### src/rtl/display_pkg.sv
// -----------------------------------------------------------------------------
// display_pkg
// Shared types and constants for the display scan controller and its
// seven-segment decoder.
//   state_e  : scan FSM states (IDLE, BLANK, DRIVE)
//   SEG_W    : width of a segment pattern
//   NIBBLE_W : width of one display digit in the display word
//   SEG_DARK : all segments off
// -----------------------------------------------------------------------------
package display_pkg;

  typedef enum logic [1:0] {
    IDLE  = 2'd0,
    BLANK = 2'd1,
    DRIVE = 2'd2
  } state_e;

  localparam int SEG_W    = 7;
  localparam int NIBBLE_W = 4;
  localparam logic [SEG_W-1:0] SEG_DARK = 7'b0000000;

endpackage

### src/rtl/sevenseg.sv
// -----------------------------------------------------------------------------
// sevenseg
// Combinational hex-nibble to seven-segment decoder. Segment bit order is
// {a, f, b, g, e, c, d} (bit 6 down to bit 0). Nibbles 10..15 all show the
// error glyph "E".
//   i_nibble : digit value to display
//   o_seg    : segment pattern, 1 = segment lit
// -----------------------------------------------------------------------------
module sevenseg
  import display_pkg::*;
(
  input  logic [NIBBLE_W-1:0] i_nibble,
  output logic [SEG_W-1:0]    o_seg
);

  // Glyph lookup table
  always_comb begin
    case (i_nibble)
      4'h0:    o_seg = 7'b1110111;
      4'h1:    o_seg = 7'b0010010;
      4'h2:    o_seg = 7'b1011101;
      4'h3:    o_seg = 7'b1011011;
      4'h4:    o_seg = 7'b0111010;
      4'h5:    o_seg = 7'b1101011;
      4'h6:    o_seg = 7'b1101111;
      4'h7:    o_seg = 7'b1010010;
      4'h8:    o_seg = 7'b1111111;
      4'h9:    o_seg = 7'b1111011;
      default: o_seg = 7'b1101101;
    endcase
  end

endmodule

### src/rtl/display_scan_ctrl.sv
// -----------------------------------------------------------------------------
// display_scan_ctrl
// Time-multiplexed scan controller for a NUM_DIGITS common-segment 7-segment
// display. Each digit gets BLANK_CYCLES dark cycles followed by DWELL_CYCLES
// driven cycles. New words arrive through a valid/ready handshake into a
// pending buffer and are committed only at the start of digit 0, so a frame
// never mixes two words.
//   clk, n_reset : clock, asynchronous active-low reset
//   enable       : scanning enabled; low forces dark outputs
//   lz_suppress  : blank leading zero digits (sampled as each digit starts)
//   load_valid   : host presents load_data
//   load_data    : display word, nibble k = digit k
//   load_ready   : pending buffer empty, a word can be accepted
//   seg          : registered segment pattern
//   digit_en     : registered one-hot digit enable, zero when dark
//   frame_done   : one-cycle pulse after the last digit's dwell ends
// -----------------------------------------------------------------------------
module display_scan_ctrl
  import display_pkg::*;
#(
  parameter int NUM_DIGITS   = 4,
  parameter int DWELL_CYCLES = 50000,
  parameter int BLANK_CYCLES = 500
) (
  input  logic                           clk,
  input  logic                           n_reset,
  input  logic                           enable,
  input  logic                           lz_suppress,
  input  logic                           load_valid,
  input  logic [NIBBLE_W*NUM_DIGITS-1:0] load_data,
  output logic                           load_ready,
  output logic [SEG_W-1:0]               seg,
  output logic [NUM_DIGITS-1:0]          digit_en,
  output logic                           frame_done
);

  localparam int WORD_W  = NIBBLE_W * NUM_DIGITS;
  localparam int CNT_MAX = (DWELL_CYCLES > BLANK_CYCLES) ? DWELL_CYCLES : BLANK_CYCLES;
  localparam int CNT_W   = (CNT_MAX > 1) ? $clog2(CNT_MAX) : 1;
  localparam int IDX_W   = $clog2(NUM_DIGITS);

  localparam logic [CNT_W-1:0] BLANK_LAST = CNT_W'(BLANK_CYCLES - 1);
  localparam logic [CNT_W-1:0] DWELL_LAST = CNT_W'(DWELL_CYCLES - 1);
  localparam logic [IDX_W-1:0] IDX_LAST   = IDX_W'(NUM_DIGITS - 1);
  localparam logic [NUM_DIGITS-1:0] DEN_ONE = {{(NUM_DIGITS-1){1'b0}}, 1'b1};

  state_e                  r_state;
  logic [WORD_W-1:0]       r_active;
  logic [WORD_W-1:0]       r_pending;
  logic                    r_pending_full;
  logic [IDX_W-1:0]        r_idx;
  logic [CNT_W-1:0]        r_cnt;
  logic [SEG_W-1:0]        r_seg;
  logic [NUM_DIGITS-1:0]   r_digit_en;
  logic                    r_frame_done;

  state_e                  w_state_nxt;
  logic [IDX_W-1:0]        w_idx_nxt;
  logic [CNT_W-1:0]        w_cnt_nxt;
  logic [SEG_W-1:0]        w_seg_nxt;
  logic [NUM_DIGITS-1:0]   w_digit_en_nxt;
  logic                    w_frame_done_nxt;
  logic                    w_commit;
  logic [WORD_W-1:0]       w_word;
  logic [NIBBLE_W-1:0]     w_nibble;
  logic                    w_upper_nonzero;
  logic                    w_suppress;
  logic [SEG_W-1:0]        w_dec_seg;
  logic [SEG_W-1:0]        w_seg_sel;

  // Digit 0 decodes the word being committed on the same edge, so the first
  // digit of a frame already shows the new word.
  assign w_word     = ((r_idx == '0) && r_pending_full) ? r_pending : r_active;
  assign load_ready = !r_pending_full;

  // Nibble select and leading-zero detection for the current digit
  always_comb begin
    w_nibble        = '0;
    w_upper_nonzero = 1'b0;
    for (int k = 0; k < NUM_DIGITS; k++) begin
      w_nibble = (IDX_W'(k) == r_idx) ? w_word[k*NIBBLE_W +: NIBBLE_W] : w_nibble;
      w_upper_nonzero = w_upper_nonzero |
                        ((IDX_W'(k) >= r_idx) && (w_word[k*NIBBLE_W +: NIBBLE_W] != 4'd0));
    end
    w_suppress = lz_suppress && (r_idx != '0) && !w_upper_nonzero;
    w_seg_sel  = w_suppress ? SEG_DARK : w_dec_seg;
  end

  sevenseg u_sevenseg (
    .i_nibble (w_nibble),
    .o_seg    (w_dec_seg)
  );

  // Next-state, counters and next output values
  always_comb begin
    w_state_nxt      = r_state;
    w_idx_nxt        = r_idx;
    w_cnt_nxt        = r_cnt;
    w_seg_nxt        = SEG_DARK;
    w_digit_en_nxt   = '0;
    w_frame_done_nxt = 1'b0;
    w_commit         = 1'b0;
    if (!enable) begin
      w_state_nxt = IDLE;
      w_idx_nxt   = '0;
      w_cnt_nxt   = '0;
    end else begin
      case (r_state)
        IDLE: begin
          w_state_nxt = BLANK;
          w_idx_nxt   = '0;
          w_cnt_nxt   = '0;
        end
        BLANK: begin
          if (r_cnt == BLANK_LAST) begin
            w_state_nxt    = DRIVE;
            w_cnt_nxt      = '0;
            w_commit       = (r_idx == '0) && r_pending_full;
            w_seg_nxt      = w_seg_sel;
            w_digit_en_nxt = DEN_ONE << r_idx;
          end else begin
            w_cnt_nxt = r_cnt + CNT_W'(1);
          end
        end
        DRIVE: begin
          if (r_cnt == DWELL_LAST) begin
            w_state_nxt = BLANK;
            w_cnt_nxt   = '0;
            if (r_idx == IDX_LAST) begin
              w_idx_nxt        = '0;
              w_frame_done_nxt = 1'b1;
            end else begin
              w_idx_nxt = r_idx + IDX_W'(1);
            end
          end else begin
            w_cnt_nxt      = r_cnt + CNT_W'(1);
            w_seg_nxt      = r_seg;
            w_digit_en_nxt = r_digit_en;
          end
        end
        default: begin
          w_state_nxt = IDLE;
          w_idx_nxt   = '0;
          w_cnt_nxt   = '0;
        end
      endcase
    end
  end

  // FSM state register
  always_ff @(posedge clk or negedge n_reset) begin
    if (!n_reset) begin
      r_state <= IDLE;
    end else begin
      r_state <= w_state_nxt;
    end
  end

  // Scan counters, registered outputs and the double-buffered word
  always_ff @(posedge clk or negedge n_reset) begin
    if (!n_reset) begin
      r_idx          <= '0;
      r_cnt          <= '0;
      r_seg          <= SEG_DARK;
      r_digit_en     <= '0;
      r_frame_done   <= 1'b0;
      r_active       <= '0;
      r_pending      <= '0;
      r_pending_full <= 1'b0;
    end else begin
      r_idx        <= w_idx_nxt;
      r_cnt        <= w_cnt_nxt;
      r_seg        <= w_seg_nxt;
      r_digit_en   <= w_digit_en_nxt;
      r_frame_done <= w_frame_done_nxt;
      if (w_commit) begin
        r_active       <= r_pending;
        r_pending_full <= 1'b0;
      end else if (load_valid && !r_pending_full) begin
        r_pending      <= load_data;
        r_pending_full <= 1'b1;
      end else begin
        r_pending_full <= r_pending_full;
      end
    end
  end

  assign seg        = r_seg;
  assign digit_en   = r_digit_en;
  assign frame_done = r_frame_done;

endmodule
### config.mk
export PLATFORM = sky130hd
export DESIGN_NAME = display_scan_ctrl
export DESIGN_NICKNAME = d
export VERILOG_FILES = /design/src/rtl/display_pkg.sv /design/src/rtl/sevenseg.sv /design/src/rtl/display_scan_ctrl.sv
export SDC_FILE = /design/constraint.sdc
export NUM_CORES = 1
export LEC_CHECK = 0
export CORE_MARGIN = 10
export CORE_UTILIZATION = 57
export DETAILED_ROUTE_END_ITERATION = 10
export GPL_TIMING_DRIVEN = 1
export PLACE_DENSITY = 0.8
export SETUP_SLACK_MARGIN = 0.5
export SLEW_MARGIN = 20
export SYNTH_ARGS = -nofsm -noshare
export SYNTH_HDL_FRONTEND = slang
export SYNTH_HIERARCHICAL = 1
export SYNTH_SLANG_ARGS = --single-unit
### constraint.sdc
create_clock -name clk -period 3.6 [get_ports clk]
set_input_delay 0.54 -clock clk [delete_from_list [all_inputs] [get_ports clk]]
set_output_delay 0.54 -clock clk [all_outputs]
set_load 0.005 [all_outputs]
==> results by group, run 1 <==
Route
  – Starting DRT DRC Count: 104
  – Final ANT Viol Nets: 0
  – Drt wl/cell: 17.4 um
  – Via count: 2497
  – Remaining DRCs: 0
  – Initial DRT Pass Iterations: 4
  – Final wirelength: 7410 um
  – Vias/cell: 5.88

Clock network
  – H-tree depth: 3
  – Worst-Skew Late Latency: 350 ps
  – CTS tree: yes
  – Hold Buf Count CTS: 0
  – TritonCTS sink count: 65
  – Clock buffer count from CTS: 9
  – Root Buffer: clkbuf_8
  – Clk slew on worst S/H paths: 70 ps
  – Clock tree buffer depth: 2

Logic synthesis
  – Syn_nets: 349
  – Asr flop ratio synth: 1.00
  – Number of enable flip-flop cells after synthesis: 0
  – YS warnings: 6
  – Top post-synthesis cells by area: dfrtp_1 46%, mux2_2 8.3%, ha_1 5.7%
  – Avg Cell Area, Syn: 11.3 um2
  – Synthesis-stage register bit count: 65
  – Ys flop type: dfrtp_1
  – Seq/Total Area, Yosys: 0.461
  – Post-Syn Instances: 312
  – Cell accounting for the most synthesized area: dfrtp_1
  – Mapped cell area: 3530 um2
  – Synth cell types: 58
  – Top cell type's share of synthesized area: 0.461

STA
  – Period utilisation layout: 0.777
  – Slew Viols, Final: 0
  – Worst hold margin: 363 ps
  – Slew margin rel.: 0.436
  – RSZ-0062 raised after global routing: no
  – Fmax: 357 MHz
  – Skew final: 6.11 ps
  – Post-Route Setup TNS: 0 ps
  – Final hold violations: 0
  – Final setup vio count: 0
  – Worst-margin pin slew: 846 ps
  – Final min period: 2800 ps

Pwr
  – Static Leakage: 1.83 nW
  – PnR Total Power: 1.52 mW
  – Worst IR Drop VDD: 0.311 mV
  – PD cells: 370 nW/um2

Finish
  – Final nets: 382
  – Register area: 1630 um2
  – Most frequent cells in the layout: 65 x dfrtp_1, 32 x clkdlybuf4s50_1, 26 x mux2_2, 21 x nor2_1, 18 x nand3_1
  – Number of fill cells: 455
  – Multi-input gate area: 1770 um2
  – N_diodes: 0
  – Area delta synth->final: 16.7%
  – Layout cells sized above 1: 0.203
  – Most common cell after layout, fill and taps aside: dfrtp_1

GRT
  – GRT Residual Overflow: 0
  – Global-route wire length before repair: 12800 um
  – Largest net degree at the start of global routing: 66
  – Initial antenna violation count: 0
  – Number of global-route vias before repair: 2690
  – All-Layer GR Usage: 0.158

Floorplanning
  – Top Ports: 34
  – Full die area: 9730 um2
  – Die Y-Extent: 98.7 um
  – Row count: 28
  – Die W: 98.7 um
  – Initial core utilization: 0.592
  – Placeable Area: 5960 um2

Critical path
  – Worst R2R Path Depth: 12
  – Crit path cell chain: inv_1 -> ha_2 -> mux2i_1 -> o22ai_1 -> a221o_1 -> a22o_1 -> inv_1 -> ha_1 -> or2b_1 -> a21o_1 -> nand2_1 -> o21ai_0
  – Nature of the critical path endpoint: flop
  – CP Max Fanout: 11
  – Crit Path Class: reg -> reg
  – CP peak stage delay: 440 ps
  – Most frequent CP cell: inv_1
  – RR Endpoint: seg[0]
  – CP Launch Type: flop
  – CP arrival: 3030 ps
  – CP max stage cell: dfrtp_1
  – CP startpoint: r_idx[1]
  – Req. time, crit path: 3830 ps
  – Worst Setup EP: seg[0]
  – Flop2flop setup slack: 800 ps
  – Reg-to-reg startpoint: r_idx[1]

Place
  – DP HPWL: 5170 um
  – Routability cong.: 0.866
  – Buffers on Ports: 33

Run status
  – Run status: finished, final reports clean

Flow run
  – Max cap viols: 0

Min path
  – Worst Hold Class: in -> async
[critical path, delay by kind of cell, from the launching register on]
family | cells | cell delay [ps]
flops | 1 | 440
simple gates | 2 | 270
fa+ha+maj | 2 | 590
compound gates | 5 | 930
mux | 1 | 210
buf+inv | 2 | 250
[registers in the layout, indices dropped and copies added (netlist names)]
| signal | count |
|---|---|
| frame_done | 1 |
| digit_en | 4 |
| r_pending | 16 |
| seg | 7 |
| r_cnt | 16 |
| r_state | 2 |
| r_pending_full | 1 |
| r_active | 16 |
| r_idx | 2 |
[cell families after synthesis]
| group | Yosys count | share of synthesized area |
|---|---|---|
| multiplexers | 45 | 0.151 |
| flip-flops | 65 | 0.461 |
| buffers and inverters | 31 | 0.0390 |
| XOR/XNOR | 12 | 0.0298 |
| adder cells (fa/ha/maj) | 16 | 0.0568 |
| AND/OR/NAND/NOR | 92 | 0.153 |
| AO/OA/AOI/OAI | 51 | 0.109 |
[Yosys cell counts (2+ instances only)]
cell	number
buf_1	2
ha_1	16
inv_1	15
and3_1	2
o211ai_1	2
nand3_1	18
a21o_1	3
and2_1	2
nor3_1	2
buf_2	4
nor2_1	21
o22ai_1	4
dfrtp_1	65
nand2b_1	7
clkbuf_1	9
o21bai_1	2
a22o_1	3
xor2_1	9
a221o_1	3
and4_1	2
mux2_2	26
a32o_1	3
nand4_1	5
a221oi_1	2
o21ai_0	11
mux2i_1	9
a21oi_1	6
xnor2_1	3
mux2_4	10
nand2_1	15
or4_1	4
[power breakdown]
| group | leakage (nW) | total (mW) | internal (mW) | switching [mW] |
|---|---|---|---|---|
| combinational | 0.842 | 0.117 | 0.0555 | 0.0620 |
| sequential | 0.885 | 0.755 | 0.743 | 0.0122 |
| clock | 0.107 | 0.648 | 0.376 | 0.272 |
[repair_timing]
action | 4_1_cts | 5_1_grt
setup endpoints to repair | 0 | 2
buffers inserted | 0 | 0
resized for setup | 0 | 2
[area by class of cell]
type / count / area share
clock buffer: 14 / 0.0420
clock inverter: 2 / 0.00851
inverter: 15 / 0.0137
multi-input combinational: 216 / 0.430
sequential: 65 / 0.395
tap: 75 / 0.0228
timing repair buffer: 38 / 0.0882
[per-stage QoR]
stage,util,setup slack [ps],cells,instance area [um2]
detailed placement,0.655,689,409,3900
finish,0.691,801,425,4120
global route,0.691,559,425,4120
CTS,0.690,665,425,4110
global placement,0.655,819,409,3900
floorplan,-,678,312,3530
[how the worst min path moves through the flow]
stage	startpoint	end	slack [ps]	cells past startpoint
6_report	n_reset	r_cnt[5]	360	2
5_1_grt	n_reset	r_cnt[5]	450	2
4_1_cts	n_reset	r_cnt[5]	400	2
3_5_place_dp	r_cnt[0]	r_cnt[0]	470	1
3_3_place_gp	r_cnt[0]	r_cnt[0]	460	1
2_1_floorplan	n_reset	digit_en[0]	240	0
[metal layers]
layer | part of all wire | vias to the layer above | GRT usage | wire length, um
met5 | 0 | - | 0 | 0
met4 | 0.016 | 0 | 0.0728 | 116
met3 | 0.032 | 13 | 0.0335 | 235
met2 | 0.50 | 36 | 0.263 | 3670
met1 | 0.46 | 1257 | 0.193 | 3380
li1 | - | 1191 | - | -
No activity file was read; power rests on OpenSTA's default activity.
==> run 2, diff against run 1 <==
CORE_UTILIZATION = 52   (was 57)
PLACE_DENSITY = 0.76   (was 0.8)
clock period = 2.25 ns   (was 3.6 ns; I/O delays follow)
==> run 2 against run 1 <==
The flow now finishes with violations (setup timing). Fmax rose by 6.2%. First-iteration DRC count up 82%. Power up 75%. Design area grew 25%. Combinational power grew to 2.5 times the previous value. Final cell count increased by 16%. Die area grew 7.6%. Global-route usage is 2.4 points higher. Clock power is 79% higher. Largest cell class unchanged. Largest power group unchanged. Highest routed layer unchanged.
==> results by group, run 2 (synthesis gave the netlist of run 1 again) <==
Clock network
  – Clock tree buffer depth: 2
  – Clk slew on worst S/H paths: 80 ps
  – TritonCTS sink count: 65
  – Clock buffer count from CTS: 9
  – CTS tree: yes
  – H-tree depth: 3
  – Root Buffer: clkbuf_8
  – Worst-Skew Late Latency: 350 ps

Critical path
  – Nature of the critical path endpoint: flop
  – CP Max Fanout: 4
  – CP Launch Type: flop
  – Req. time, crit path: 2480 ps
  – CP arrival: 2860 ps
  – Crit Path Class: reg -> reg

Pwr
  – PD cells: 519 nW/um2
  – PnR Total Power: 2.66 mW
  – Worst IR Drop VDD: 0.391 mV
  – Static Leakage: 2.25 nW

GRT
  – GRT Residual Overflow: 0
  – Largest net degree at the start of global routing: 42
  – Initial antenna violation count: 0
  – Number of global-route vias before repair: 2924
  – Global-route wire length before repair: 14900 um
  – All-Layer GR Usage: 0.182

Finish
  – N_diodes: 0
  – Design Area, Final: 5130 um2
  – Post-Layout Cell Count: 492
  – Multi-input gate area: 2150 um2
  – Area delta synth->final: 45.4%
  – Final nets: 447
  – Register area: 1630 um2
  – Most frequent cells in the layout: 62 x dfrtp_1, 50 x buf_4, 31 x clkdlybuf4s50_1, 19 x mux2_2, 18 x nand3_1
  – Number of fill cells: 353
  – Most common cell after layout, fill and taps aside: dfrtp_1
  – Final Util: 0.794
  – Layout cells sized above 1: 0.467
  – Top flop regs: r_active x16, r_cnt x16, r_pending x16

Place
  – Worst slack, placed: -326 ps
  – Dpl cell area: 4180 um2
  – Placed cells: 438
  – DP HPWL: 5620 um
  – Routability cong.: 0.787
  – Buffers on Ports: 33

STA
  – Slew Viols, Final: 0
  – Final min period: 2640 ps
  – Worst-margin pin slew: 597 ps
  – Fmax: 379 MHz
  – Skew final: 11.0 ps
  – Post-Route Setup TNS: -2060 ps
  – Worst hold margin: 515 ps
  – RSZ-0062 raised after global routing: yes
  – Final setup vio count: 7
  – Final hold violations: 0
  – Period utilisation layout: 1.17
  – Slew margin rel.: 0.602
  – Post-route worst setup slack: -386 ps

Route
  – Vias/cell: 5.89
  – Remaining DRCs: 0
  – Drt wl/cell: 20.5 um
  – Final ANT Viol Nets: 0
  – Initial DRT Pass Iterations: 6
  – Final wirelength: 10100 um
  – Starting DRT DRC Count: 189
  – Via count: 2896

Run status
  – Run status: finished with violations
  – Failing checks: setup timing

Floorplanning
  – Initial core utilization: 0.546
  – Die W: 102 um
  – Row count: 29
  – Full die area: 10500 um2
  – Top Ports: 34
  – Placeable Area: 6460 um2
  – Die Y-Extent: 102 um

Flow run
  – Max cap viols: 0

Min path
  – Worst Hold Class: in -> async
run 2: cell types whose count changed in the layout (fill, tap and decap cells not counted), moves of 8 or more:
cell / previous run / this run
buf_4: 5 / 50
nor2_1: 21 / 4
buf_6: 0 / 13
nor2_4: 0 / 12
ha_1: 14 / 6
ha_4: 0 / 8
run 2: repair_timing:
action	4_1_cts	5_1_grt
hold buffers	1	0
setup buffers	14	20
endpoints found under the setup margin	48	49
pin swaps	11	30
gates cloned	3	0
gates resized for setup	44	59
hold endpoints to repair	20	0
run 2: critical path: stages (launching register included):
cell,delay [ps]
dfrtp_1,410
inv_2,110
buf_12,110
ha_4,140
nand2_4,60
buf_4,160
mux2i_1,130
a21oi_1,190
a22o_1,250
buf_4,140
buf_6,90
ha_1,120
or3b_1,350
o21a_1,120
nand2_1,60
o21ai_0,80
run 2: report_power, final:
part	leakage (nW)	internal, mW	switching, mW
Combinational	1.26	0.146	0.152
Clock	0.109	0.685	0.471
Sequential	0.881	1.19	0.0192
Total	2.25	2.02	0.643
run 2: routing by layer:
layer / global-route usage / part of all wire / vias to the layer above
met1: 0.216 / 0.42 / 1471
met3: 0.0607 / 0.049 / 17
met5: 0 / 0 / -
met4: 0.0792 / 0.017 / 0
li1: - / - / 1323
met2: 0.296 / 0.51 / 85
run 2: cell type report:
cell class | count | area share
timing repair buffer | 103 | 0.189
tap | 77 | 0.0188
sequential | 65 | 0.318
clock inverter | 4 | 0.0146
inverter | 15 | 0.0110
clock buffer | 12 | 0.0303
multi-input combinational | 216 | 0.419
run 2: worst paths after layout:
kind / cells past startpoint / startpoint / slack [ps] / to
max: 15 / r_idx[1] / -390 / seg[1]
min in group clk: 2 / seg[3] / 520 / seg[3]
max reg2reg: 15 / r_idx[1] / -390 / seg[1]
max in group asynchronous: 3 / n_reset / 1090 / r_pending_full
min reg2reg: 2 / seg[3] / 520 / seg[3]
min: 2 / n_reset / 520 / r_cnt[14]
==> run 3, diff against run 2 <==
CAP_MARGIN = 15   (was unset)
==> results of run 3 <==
Same layout as run 2: the final DEF is identical, and so are final timing and power.
==> patch, RTL diff (settings of run 3) <==
Re-encode `state_e` (3 states) as one-hot, 3 bits wide.
--- a/src/rtl/display_pkg.sv
+++ b/src/rtl/display_pkg.sv
@@ -9,10 +9,10 @@
 // -----------------------------------------------------------------------------
 package display_pkg;
 
-  typedef enum logic [1:0] {
-    IDLE  = 2'd0,
-    BLANK = 2'd1,
-    DRIVE = 2'd2
+  typedef enum logic [2:0] {
+    IDLE  = 3'b001,
+    BLANK = 3'b010,
+    DRIVE = 3'b100
   } state_e;
 
   localparam int SEG_W    = 7;
Formal check against the unedited RTL: same outputs for any inputs over 10 cycles, from zero or initial values and one cycle with n_reset low; not proved beyond that.
==> patch against run 3 <==
- the flow finishes with violations (hold timing, setup timing)
- design area rose by 2.1%
- synthesized area increased by 2.1%
- sequential cell count is 1 higher
- worst hold slack lost 0.52 ns
- worst setup slack improved by 0.23 ns
- routed wire length rose by 1.8%
- die area up 1.7%
- critical path depth decreased by 2
Power is not compared: it rests on default switching activity, and its combinational part moved more than twofold at a synthesized area within 25%.
==> patch: results (changes against run 3) <==
Run status
  – Status: finished, violations left (unchanged)
  – Failing checks: hold timing, setup timing (was setup timing)

Global route
  – First-pass GRT wire length: 15.5 mm (was 14.9 mm)
  – Largest net degree at the start of global routing: 67 (was 42)
  – Initial antenna violation count: 0 (unchanged)
  – Number of global-route vias before repair: 3059 (was 2924)
  – GR Util All Layers: 18.6% (was 18.2%)

Place
  – DP Cell Count: 462 (was 438)
  – Gpl congestion: 0.844 (was 0.787)
  – Detailed placer's ending HPWL: 5.95 mm (was 5.62 mm)
  – Dpl cell area: 4390 um^2 (was 4180 um^2)
  – Port Buffer Count: 33 (unchanged)

Synthesis
  – Ys async rst share: 100% (unchanged)
  – Yosys cell types: 53 (was 58)
  – Synth top area cells: dfrtp_1, mux2_2, ha_1 (unchanged)
  – Synth warn: 6 (unchanged)
  – Syn Nets: 356 (was 349)
  – Mapped Cells: 323 (was 312)
  – Synth cell count leaders: dfrtp_1, nand2_1, mux2_2, o21ai_0, nand3_1 (was dfrtp_1, mux2_2, nor2_1, nand3_1, ha_1)
  – Top FF cell, synth: dfrtp_1 (unchanged)
  – Post-synthesis sequential area ratio: 45.9% (was 46.1%)

Routing
  – Via count: 2994 (was 2896)
  – 1st-pass router iterations: 5 (was 6)
  – Final WL: 10.3 mm (was 10.1 mm)
  – DRT iter0 DRCs: 183 (was 189)

Timing
  – Setup TNS Final: -0.813 ns (was -2.06 ns)
  – Setup WS post-layout: -0.160 ns (was -0.386 ns)
  – Final setup skew: 0.0130 ns (was 0.0110 ns)
  – Slew @ Worst Pin: 0.475 ns (was 0.597 ns)
  – Hold Fails Final Rpt: 9 (was 0)
  – Endpoints failing setup: 7 (unchanged)
  – Tightest hold margin: -0.00848 ns (was 0.515 ns)

Finish
  – Non-Filler Instances: 508 (was 492)
  – Top Registers: r_active x16, r_cnt x16, r_pending x16 (unchanged)
  – Share of layout cells above drive strength 1: 46.7% (about the same)
  – Diodes inserted: 0 (unchanged)

Clock tree
  – Num CTS Buffers: 9 (unchanged)
  – Root Buffer: clkbuf_8 (unchanged)
  – H-Tree Depth: 3 (unchanged)
  – Clk_lat worst skew: 0.35 ns (about the same)
  – Clk buf depth: 2 (unchanged)
  – Clock-pin slew on the worst setup and hold paths: 0.08 ns (about the same)

Power
  – Pleak: about 2.3 nW
  – VDD IR-drop max: roughly 0.37 mV

Setup path
  – CP arrival: 2.64 ns (was 2.86 ns)
  – CP delay by family, top: simple AND/OR/NAND/NOR gates (was compound AO/OA/AOI/OAI gates)
  – CP Max Fanout: 4 (unchanged)
  – Critical Path Max Stage Delay: 0.40 ns
  – Critical path's slowest cell: dfrtp_1 (unchanged)

Hold path
  – Worst hold-check path type: input port to async pin (unchanged)

Job
  – Max-cap violations: 0 (unchanged)
==> patch: layout make-up <==
| class | count | area, um^2 |
|---|---|---|
| fill | 382 | 1520 |
| inverter | 10 | 37.5 |
| clock buffer | 14 | 163 |
| timing repair buffer | 103 | 973 |
| multi-input combinational | 233 | 2270 |
| tap | 80 | 100 |
| clock inverter | 2 | 35.0 |
| sequential | 66 | 1660 |
==> patch: report_power, final <==
group | total, mW | leakage [nW] | internal, mW | switching (mW)
registers | 1.45 | 0.875 | 1.32 | 0.133
clock network | 1.01 | 0.101 | 0.573 | 0.438
logic | 1.08 | 1.33 | 0.592 | 0.484
total | 3.54 | 2.30 | 2.48 | 1.06
==> patch: final timing paths <==
check,end,depth (start not counted),slack (ns),from
max,seg[0],13,-0.16,r_idx[0]
max reg2reg,seg[0],13,-0.16,r_idx[0]
min reg2reg,r_cnt[0],1,0.49,r_cnt[0]
min in group clk,r_cnt[0],1,0.49,r_cnt[0]
min,r_pending[6],2,-0.008,n_reset
max in group asynchronous,r_state[0],2,1.95,n_reset
==> patch: worst register-to-register path: stages, from the launching register on <==
cell,delay [ns]
dfrtp_1,0.40
inv_2,0.09
ha_4,0.16
and2_4,0.17
buf_4,0.12
nand2_1,0.07
and3_4,0.19
o31ai_2,0.27
inv_2,0.10
ha_4,0.22
or2b_1,0.22
a21o_1,0.16
nand3_1,0.07
o21ai_1,0.06
==> patch: per-stage QoR <==
stage | utilization [%] | total power [mW] | setup WS (ns)
after floorplan | - | 1.95 | -0.294
after global routing | 77.5 | 3.70 | -0.249
after CTS | 72.7 | 3.34 | -0.111
final | 77.5 | 3.54 | -0.160
after detailed placement | 65.0 | 2.24 | -0.231
after global placement | 65.0 | 2.21 | -0.122
==> patch: cell families (layout without fill, tap and decap cells) <==
logic type	count (synthesis)	in the layout	share of synthesized area, %
flip-flops	66	66	45.9
AO/OA/AOI/OAI	45	45	8.55
adder cells (fa/ha/maj)	12	12	4.17
AND/OR/NAND/NOR	119	119	20.5
multiplexers	42	42	14.2
XOR/XNOR	15	15	3.65
buffers and inverters	24	129	3.02
==> patch: metal layers <==
layer	wire, um	up-vias	global-route usage [%]
li1	-	1379	-
met1	4170	1480	22.9
met2	5150	100	30.8
met3	610	35	3.99
met4	316	0	8.24
met5	0	-	0
==> patch: timing repair <==
item                                    CTS  global route
hold endpoints to repair                  0             0
buffers inserted                         15            14
gates resized for setup                  47            42
cloned                                    1             0
pin swaps                                18            24
endpoints found under the setup margin   48            48
